<file path="config.mk">
export PLATFORM = sky130hd
export DESIGN_NAME = inst_prefetch_queue
export DESIGN_NICKNAME = d
export VERILOG_FILES = /design/src/rtl/inst_prefetch_queue.sv
export SDC_FILE = /design/constraint.sdc
export NUM_CORES = 1
export LEC_CHECK = 0
export BUFFER_PORTS_ARGS = -buffer_cell sky130_fd_sc_hd__buf_2
export CAP_MARGIN = 10
export CORE_MARGIN = 2
export CORE_UTILIZATION = 60
export DETAILED_ROUTE_END_ITERATION = 12
export PLACE_DENSITY = 0.84
export SKIP_CTS_REPAIR_TIMING = 1
export SLEW_MARGIN = 10
export SYNTH_ARGS = -nofsm -noshare
export SYNTH_HDL_FRONTEND = slang
export SYNTH_SLANG_ARGS = --single-unit
</file>
<file path="constraint.sdc">
create_clock -name clk -period 9.3 [get_ports clk]
set_input_delay 0 -clock clk [delete_from_list [all_inputs] [get_ports clk]]
set_output_delay 0 -clock clk [all_outputs]
set_load 0.05 [all_outputs]
</file>
<file path="src/rtl/inst_prefetch_queue.sv">
// In-order instruction prefetch queue between the bridge's SRAM-like fetch port
// and the IF stage; a redirect drops buffered words and cancels in-flight ones.
module inst_prefetch_queue #(
    parameter int          DEPTH    = 4,
    parameter int          PTR_W    = 2,
    parameter logic [31:0] RESET_PC = 32'h1c000000
) (
    input  logic        clk,
    input  logic        reset,
    input  logic        flush,
    input  logic [31:0] flush_pc,
    output logic        out_valid,
    input  logic        out_ready,
    output logic [31:0] out_pc,
    output logic [31:0] out_inst,
    output logic        inst_sram_req,
    output logic        inst_sram_wr,
    output logic [1:0]  inst_sram_size,
    output logic [3:0]  inst_sram_wstrb,
    output logic [31:0] inst_sram_addr,
    output logic [31:0] inst_sram_wdata,
    input  logic        inst_sram_addr_ok,
    input  logic        inst_sram_data_ok,
    input  logic [31:0] inst_sram_rdata
);
    localparam logic [PTR_W:0]   DEPTH_P = (PTR_W+1)'(DEPTH);
    localparam logic [PTR_W+1:0] DEPTH_S = (PTR_W+2)'(DEPTH);
    localparam logic [PTR_W:0]   PTR_ONE = (PTR_W+1)'(1);

    logic [31:0]      fetch_pc;
    logic [31:0]      pc_mem   [DEPTH];
    logic [31:0]      inst_mem [DEPTH];
    logic [PTR_W:0]   head;
    logic [PTR_W:0]   fill;
    logic [PTR_W:0]   tail;
    logic [PTR_W:0]   cancel_cnt;
    logic [PTR_W:0]   occ;
    logic [PTR_W:0]   live;
    logic [PTR_W+1:0] pending;
    logic             issue;
    logic             fill_en;
    logic             pop;

    assign occ     = tail - head;
    assign live    = tail - fill;
    // Every outstanding bridge read, cancelled or not, occupies a response slot.
    assign pending = {1'b0, cancel_cnt} + {1'b0, live};

    assign inst_sram_req   = !reset && !flush && (occ < DEPTH_P) && (pending < DEPTH_S);
    assign inst_sram_wr    = 1'b0;
    assign inst_sram_size  = 2'd2;
    assign inst_sram_wstrb = 4'd0;
    assign inst_sram_addr  = fetch_pc;
    assign inst_sram_wdata = 32'd0;

    assign issue   = inst_sram_req && inst_sram_addr_ok;
    assign fill_en = !reset && !flush && inst_sram_data_ok && (cancel_cnt == '0);
    assign pop     = out_valid && out_ready && !flush;

    assign out_valid = (fill != head);
    assign out_pc    = pc_mem[head[PTR_W-1:0]];
    assign out_inst  = inst_mem[head[PTR_W-1:0]];

    always_ff @(posedge clk) begin
        if (reset) begin
            fetch_pc   <= RESET_PC;
            head       <= '0;
            fill       <= '0;
            tail       <= '0;
            cancel_cnt <= '0;
        end else if (flush) begin
            head       <= tail;
            fill       <= tail;
            fetch_pc   <= flush_pc & 32'hffff_fffc;
            // A word returning in the flush cycle is old-stream and retires one cancel.
            cancel_cnt <= cancel_cnt + live - {{PTR_W{1'b0}}, inst_sram_data_ok};
        end else begin
            if (issue) begin
                tail     <= tail + PTR_ONE;
                fetch_pc <= fetch_pc + 32'd4;
            end
            if (inst_sram_data_ok) begin
                if (cancel_cnt != '0) begin
                    cancel_cnt <= cancel_cnt - PTR_ONE;
                end else begin
                    fill <= fill + PTR_ONE;
                end
            end
            if (pop) begin
                head <= head + PTR_ONE;
            end
        end
    end

    always_ff @(posedge clk) begin
        if (issue) begin
            pc_mem[tail[PTR_W-1:0]] <= fetch_pc;
        end
        if (fill_en) begin
            inst_mem[fill[PTR_W-1:0]] <= inst_sram_rdata;
        end
    end

endmodule

</file>
* After elaboration in Yosys (flattened, before gate mapping)
Memory sizes are Yosys's and may differ from the RTL's. A register that Yosys moved wholly into a read port is not among the register bits. Index checks and enable logic that the tools add are counted.
Word-level totals: memories 2, output and inout bits 137, input port bits 70, bits in writable memories 256, word-level logic and storage cells 61, flip-flop bits (word level) 44
Memory list:
- inst_mem | words 4, bits a word 32, rd ports 1, clocked after Yosys merged registers in 1, wr ports 1, line 32 | logic [31:0] inst_mem [DEPTH];
- pc_mem | words 4, bits a word 32, rd ports 1, clocked after Yosys merged registers in 1, wr ports 1, line 31 | logic [31:0] pc_mem [DEPTH];
Operators by class: $lt $le $gt $ge 2, eq/ne operators 2, bitwise logic cells 1, reduce and logical (&&, ||, !) cells 20, mux-type cells 18, $add $sub $neg 10
Operators with widths (count):
- two-way mux 32 bit | 2
- adder 32 x 3 -> 32 bit (second input constant) | 1
- two-way mux 3 bit | 8
- adder 3 x 1 -> 3 bit (second input constant) | 3
- logical AND 1 bit | 8
- two-way mux 2 bit | 4
- nonzero test 2 bit | 4
- AND reduction 2 bit | 3
- subtractor 3 bit | 2
- adder 3 x 3 -> 4 bit | 1
- less-than comparator 4 x 3 -> 1 bit (second input constant) | 1
- two-way mux 1 bit | 4
- adder 3 bit | 1
- zero test 3 bit | 1
- less-than comparator 3 bit (second input constant) | 1
- != test 3 bit | 1
- nonzero test 3 bit | 1
- subtractor 3 x 1 -> 3 bit | 1
- subtractor 3 x 1 -> 3 bit (second input constant) | 1
- zero test 1 bit | 2
- != test 2 bit (second input constant) | 1
- OR reduction 2 bit | 1
- NOT 1 bit | 1

* Depth between registers and ports, before layout
word-level depth 7, depth in mapped cells 14, gate-level depth less buffers 13

* Least setup slack after synthesis
Ideal clock, no wire load.
kind register to register, start register tail[0], end memory pc_mem[3][10] (enable), stages on the path, launching flop included 12, path slack 5.728 ns, arrival 3.181 ns, data required time 8.909 ns, setup time 0.391 ns, clock period less this slack 3.572 ns, buffers on the path 0, path through dfxtp_1 > inv_1 > ha_1 > inv_1 > fa_1 > xor2_1 > xnor2_1 > ha_1 > or4_1 > nor3_2 > and2_4 > and3_1
On the way: word-level cells in the longest chain between the ends 7, elaborated cells between the ends (all ways) 10, those cells by class add/sub (3); order compare (2); mux (2); reduce/logical (3)
Ends and longest elaborated chain:
- start: declaration | line 35 | logic [PTR_W:0] tail;
- start signal: assignment | line 79 | tail <= tail + PTR_ONE;
- subtractor 3 bit, on equally long branches | line 45, 44
- adder 3 x 3 -> 4 bit / less-than comparator 3 bit (equally long branches) | line 47, 49
- less-than comparator 4 x 3 -> 1 bit / logical AND 1 bit (equally long branches) | line 49 | assign inst_sram_req = !reset && !flush && (occ < DEPTH_P) && (pending < DEPTH_S);
- logical AND 1 bit | line 49
- logical AND 1 bit | line 56 | assign issue = inst_sram_req && inst_sram_addr_ok;
- two-way mux 1 bit | line 96 | if (issue) begin
- two-way mux 1 bit (implied by the code) | line 97 | pc_mem[tail[PTR_W-1:0]] <= fetch_pc;
- end: declaration | line 31
Parallel ways exist; a longest one is shown, timed or not.

* Final worst setup path
start register tail[0], end register fetch_pc[3] (netlist: inst_sram_addr[3])
On the way: word-level cells in the longest chain between the ends 6, elaborated cells between the ends (all ways) 9, those cells by class add/sub (3); order compare (2); reduce/logical (4)
Ends and longest elaborated chain:
- subtractor 3 bit, on equally long branches | line 45, 44
- adder 3 x 3 -> 4 bit / less-than comparator 3 bit (equally long branches) | line 47, 49
- less-than comparator 4 x 3 -> 1 bit / logical AND 1 bit (equally long branches) | line 49
- logical AND 1 bit (*) | line 49
- logical AND 1 bit (*) | line 56
- nonzero test 2 bit (no line) (*)
- end signal: assignment | line 74 | fetch_pc <= flush_pc & 32'hffff_fffc;
- end signal: assignment | line 80 | fetch_pc <= fetch_pc + 32'd4;
- end: declaration | line 30 | logic [31:0] fetch_pc;
Every way passes the cells marked *; elsewhere a longest branch is shown, timed or not. A chain may end at the register's enable or synchronous reset.

==> results.tsv <==
stage	metric	value	unit
sta	final.setup.worst_slack	4.92	ns
pwr	cellLeakagePower	5.16	nW
logic_synthesis	syn_inst	725	
worst_setup_path	crit_arrival	4.80	ns
logic_synthesis	ys_top_cells_by_count	248 x edfxtp_1, 62 x mux4_2, 47 x nand2_1	
sta	fin_hold_ws	0.0583	ns
sta	clock_skew	0.0227	ns
pwr	power_per_cell_area	215	nW/um^2
logic_synthesis	yosysMostFrequentCell	edfxtp_1	
grt	grt_pass1_wl	38.9	mm
clock_tree	insertion_delay	0.54	ns
sta	period_share	0.470	
layout	diodes	0	
clock_tree	clockBufferDepth	3	
sta	final_hold_viol_count	0	
sta	slew_viol_final	0	
grt	grt_pass1_vias	6866	
sta	worst_slew_pin_slew	1.16	ns
sta	final.setup.tns	0	ns
sta	period_needed	4.38	ns
logic_synthesis	yosys_register_bits	292	
grt	grt_overflow	0	
worst_setup_path	end_kind	flip-flop	
placement	dp_hpwl	15.9	mm
detailed_routing	drt_wl_total	26.5	mm
sta	clock.fmax	229	MHz
grt	grt_use_total	0.235	
layout	layout.nets	1049	
logic_synthesis	synth_top_area_share	0.620	
logic_synthesis	synth_warnings	0	
detailed_routing	via_per_inst	5.94	
placement	io_buffers	161	
detailed_routing	vias	7399	
clock_tree	clockRootBuffer	clkbuf_16	
logic_synthesis	ys.flop_type	edfxtp_1	
logic_synthesis	synth.top_cells.by_area	edfxtp_1 62%, mux4_2 12%, dfxtp_1 7.3%	
clock_tree	cts.sinks	292	
pwr	p_total	3.12	mW
outcome	status	completed	
grt	grt_start_max_net_pins	55	
die	io_pins	207	
die	die_h	146	um
die	design.core.area	19500	um^2
detailed_routing	ant_nets	0	
worst_setup_path	crit_type	reg2reg	
pwr	ir_drop	0.000167	V
placement	gp_congestion	0.853	
placement	place_ws	5.04	ns
layout	drive_gt1_frac	0.288	
logic_synthesis	ys_types	53	
sta	rsz0062_at_grt	false	
clock_tree	cts_buffers	29	
clock_tree	cts_tree	yes	
logic_synthesis	syn_area	12000	um^2
hold_path	min_path_type	in2reg	
logic_synthesis	yosysTopAreaCell	edfxtp_1	
layout	syn_to_final_growth	20.9	%
worst_setup_path	start_kind	flip-flop	
sta	setup_viol	0	
detailed_routing	drt_iter0_markers	754	
sta	slew_headroom	0.226	
die	dieArea	21200	um^2
clock_tree	h-tree-depth	1	
logic_synthesis	seq_area_frac_synth	0.693	
logic_synthesis	synth-async-reset-ratio	0	
detailed_routing	wire_per_inst	21.3	um
worst_setup_path	crit_required	9.73	ns
detailed_routing	dr.pass1.iters	7	
worst_setup_path	worst-path-max-fanout	23	
die	initial_core_util	0.615	
flow_run	drv_cap	0	
die	rows	51	
die	die_w	146	um
logic_synthesis	synth-edff-count	248	
grt	antenna_found_initial	0	
detailed_routing	drc	0	
clock_tree	clk_pin_slew	0.07	ns
logic_synthesis	avgSynthCellArea	16.6	um^2
power breakdown:
group	switching, mW	internal [mW]	total (mW)	leakage, nW
sequential	0.0378	1.46	1.50	2.61
combinational	0.338	0.156	0.494	2.09
clock	0.458	0.668	1.13	0.460
path summary, 6_finish.rpt:
| check | slack, ns | start | cells after the start | endpoint |
|---|---|---|---|---|
| max | 4.92 | tail[0] | 13 | inst_sram_addr[3] |
| max reg2reg | 4.92 | tail[0] | 13 | inst_sram_addr[3] |
| min | 0.06 | reset | 2 | cancel_cnt[2] |
| min reg2reg | 0.56 | inst_sram_addr[30] | 0 | pc_mem[0][30] |
through the flow:
step | instances | utilization | cell area, um^2
detailed placement | 1128 | 0.663 | 12900
finish | 1245 | 0.744 | 14500
floorplan | 766 | - | 12200
CTS | 1181 | 0.711 | 13900
global route | 1245 | 0.744 | 14500
global placement | 1128 | 0.663 | 12900
cell families (layout without fill, tap and decap cells):
logic type / count (synthesis) / after routing / share of synthesized area
DFF: 292 / 292 / 0.693
other: 2 / 43 / 0.000625
xor gates and xnor gates: 18 / 18 / 0.0131
and+or+nand+nor: 141 / 141 / 0.0606
adders and majority gates: 21 / 21 / 0.0231
AOI/OAI and AO/OA: 91 / 91 / 0.0483
buffers and inverters: 97 / 311 / 0.0439
muxes: 63 / 63 / 0.117
flip-flops by register name (all words and copies together), names as in the netlist, named ones only:
name,cells
head,3
fill,3
pc_mem,120
cancel_cnt,3
tail,3
inst_sram_addr,30
inst_mem,128
layer usage:
metal | GRT usage | vias up | wire length, um
li1 | - | 3246 | -
met2 | 0.378 | 478 | 12900
met4 | 0.0775 | 0 | 869
met1 | 0.337 | 3597 | 10300
met5 | 0 | - | 0
met3 | 0.0367 | 78 | 2500
cells in the final DEF, fill, tap and decap left out, types with 3 or more instances in the layout:
cell / Yosys / final
a21oi_1: 37 / 37
a311oi_1: 4 / 4
a31oi_1: 9 / 9
a32oi_1: 3 / 3
and2_1: 7 / 7
and3_1: 8 / 8
and4_1: 3 / 3
buf_2: 2 / 161
buf_4: 43 / 11
clkbuf_1: 22 / 7
clkbuf_16: 0 / 30
clkbuf_8: 0 / 3
clkinv_1: 1 / 6
clkinv_2: 0 / 4
conb_1: 2 / 43
dfxtp_1: 44 / 42
dlygate4sd3_1: 0 / 64
edfxtp_1: 248 / 248
ha_1: 19 / 19
inv_1: 21 / 21
mux4_2: 62 / 62
nand2_1: 47 / 47
nand3_1: 18 / 18
nand4_1: 8 / 8
nor2_1: 13 / 13
nor3_1: 10 / 10
nor4_1: 10 / 10
o21ai_0: 9 / 9
o22ai_1: 8 / 8
o311ai_0: 4 / 4
or4_1: 8 / 8
xnor2_1: 12 / 12
xor2_1: 6 / 6
area by class of cell:
type	count	area [um^2]
Clock inverter	13	116
Sequential cell	292	8330
Multi-Input combinational cell	377	3310
Inverter	22	82.6
Timing Repair Buffer	236	1530
Clock buffer	40	818
Tap cell	265	332
Fill cell	1141	5000
critical path, stage by stage, from the launching register on:
cell,delay (ns)
dfxtp_1,0.36
inv_1,0.13
ha_1,0.15
inv_1,0.04
fa_1,0.36
xor2_1,0.16
xnor2_1,0.14
ha_1,0.31
or4_1,0.43
nor3_2,0.24
nand2_1,0.43
nor2_2,0.99
nand2_1,0.17
a311oi_1,0.34
Note: power is estimated with default switching activity, not from simulation.
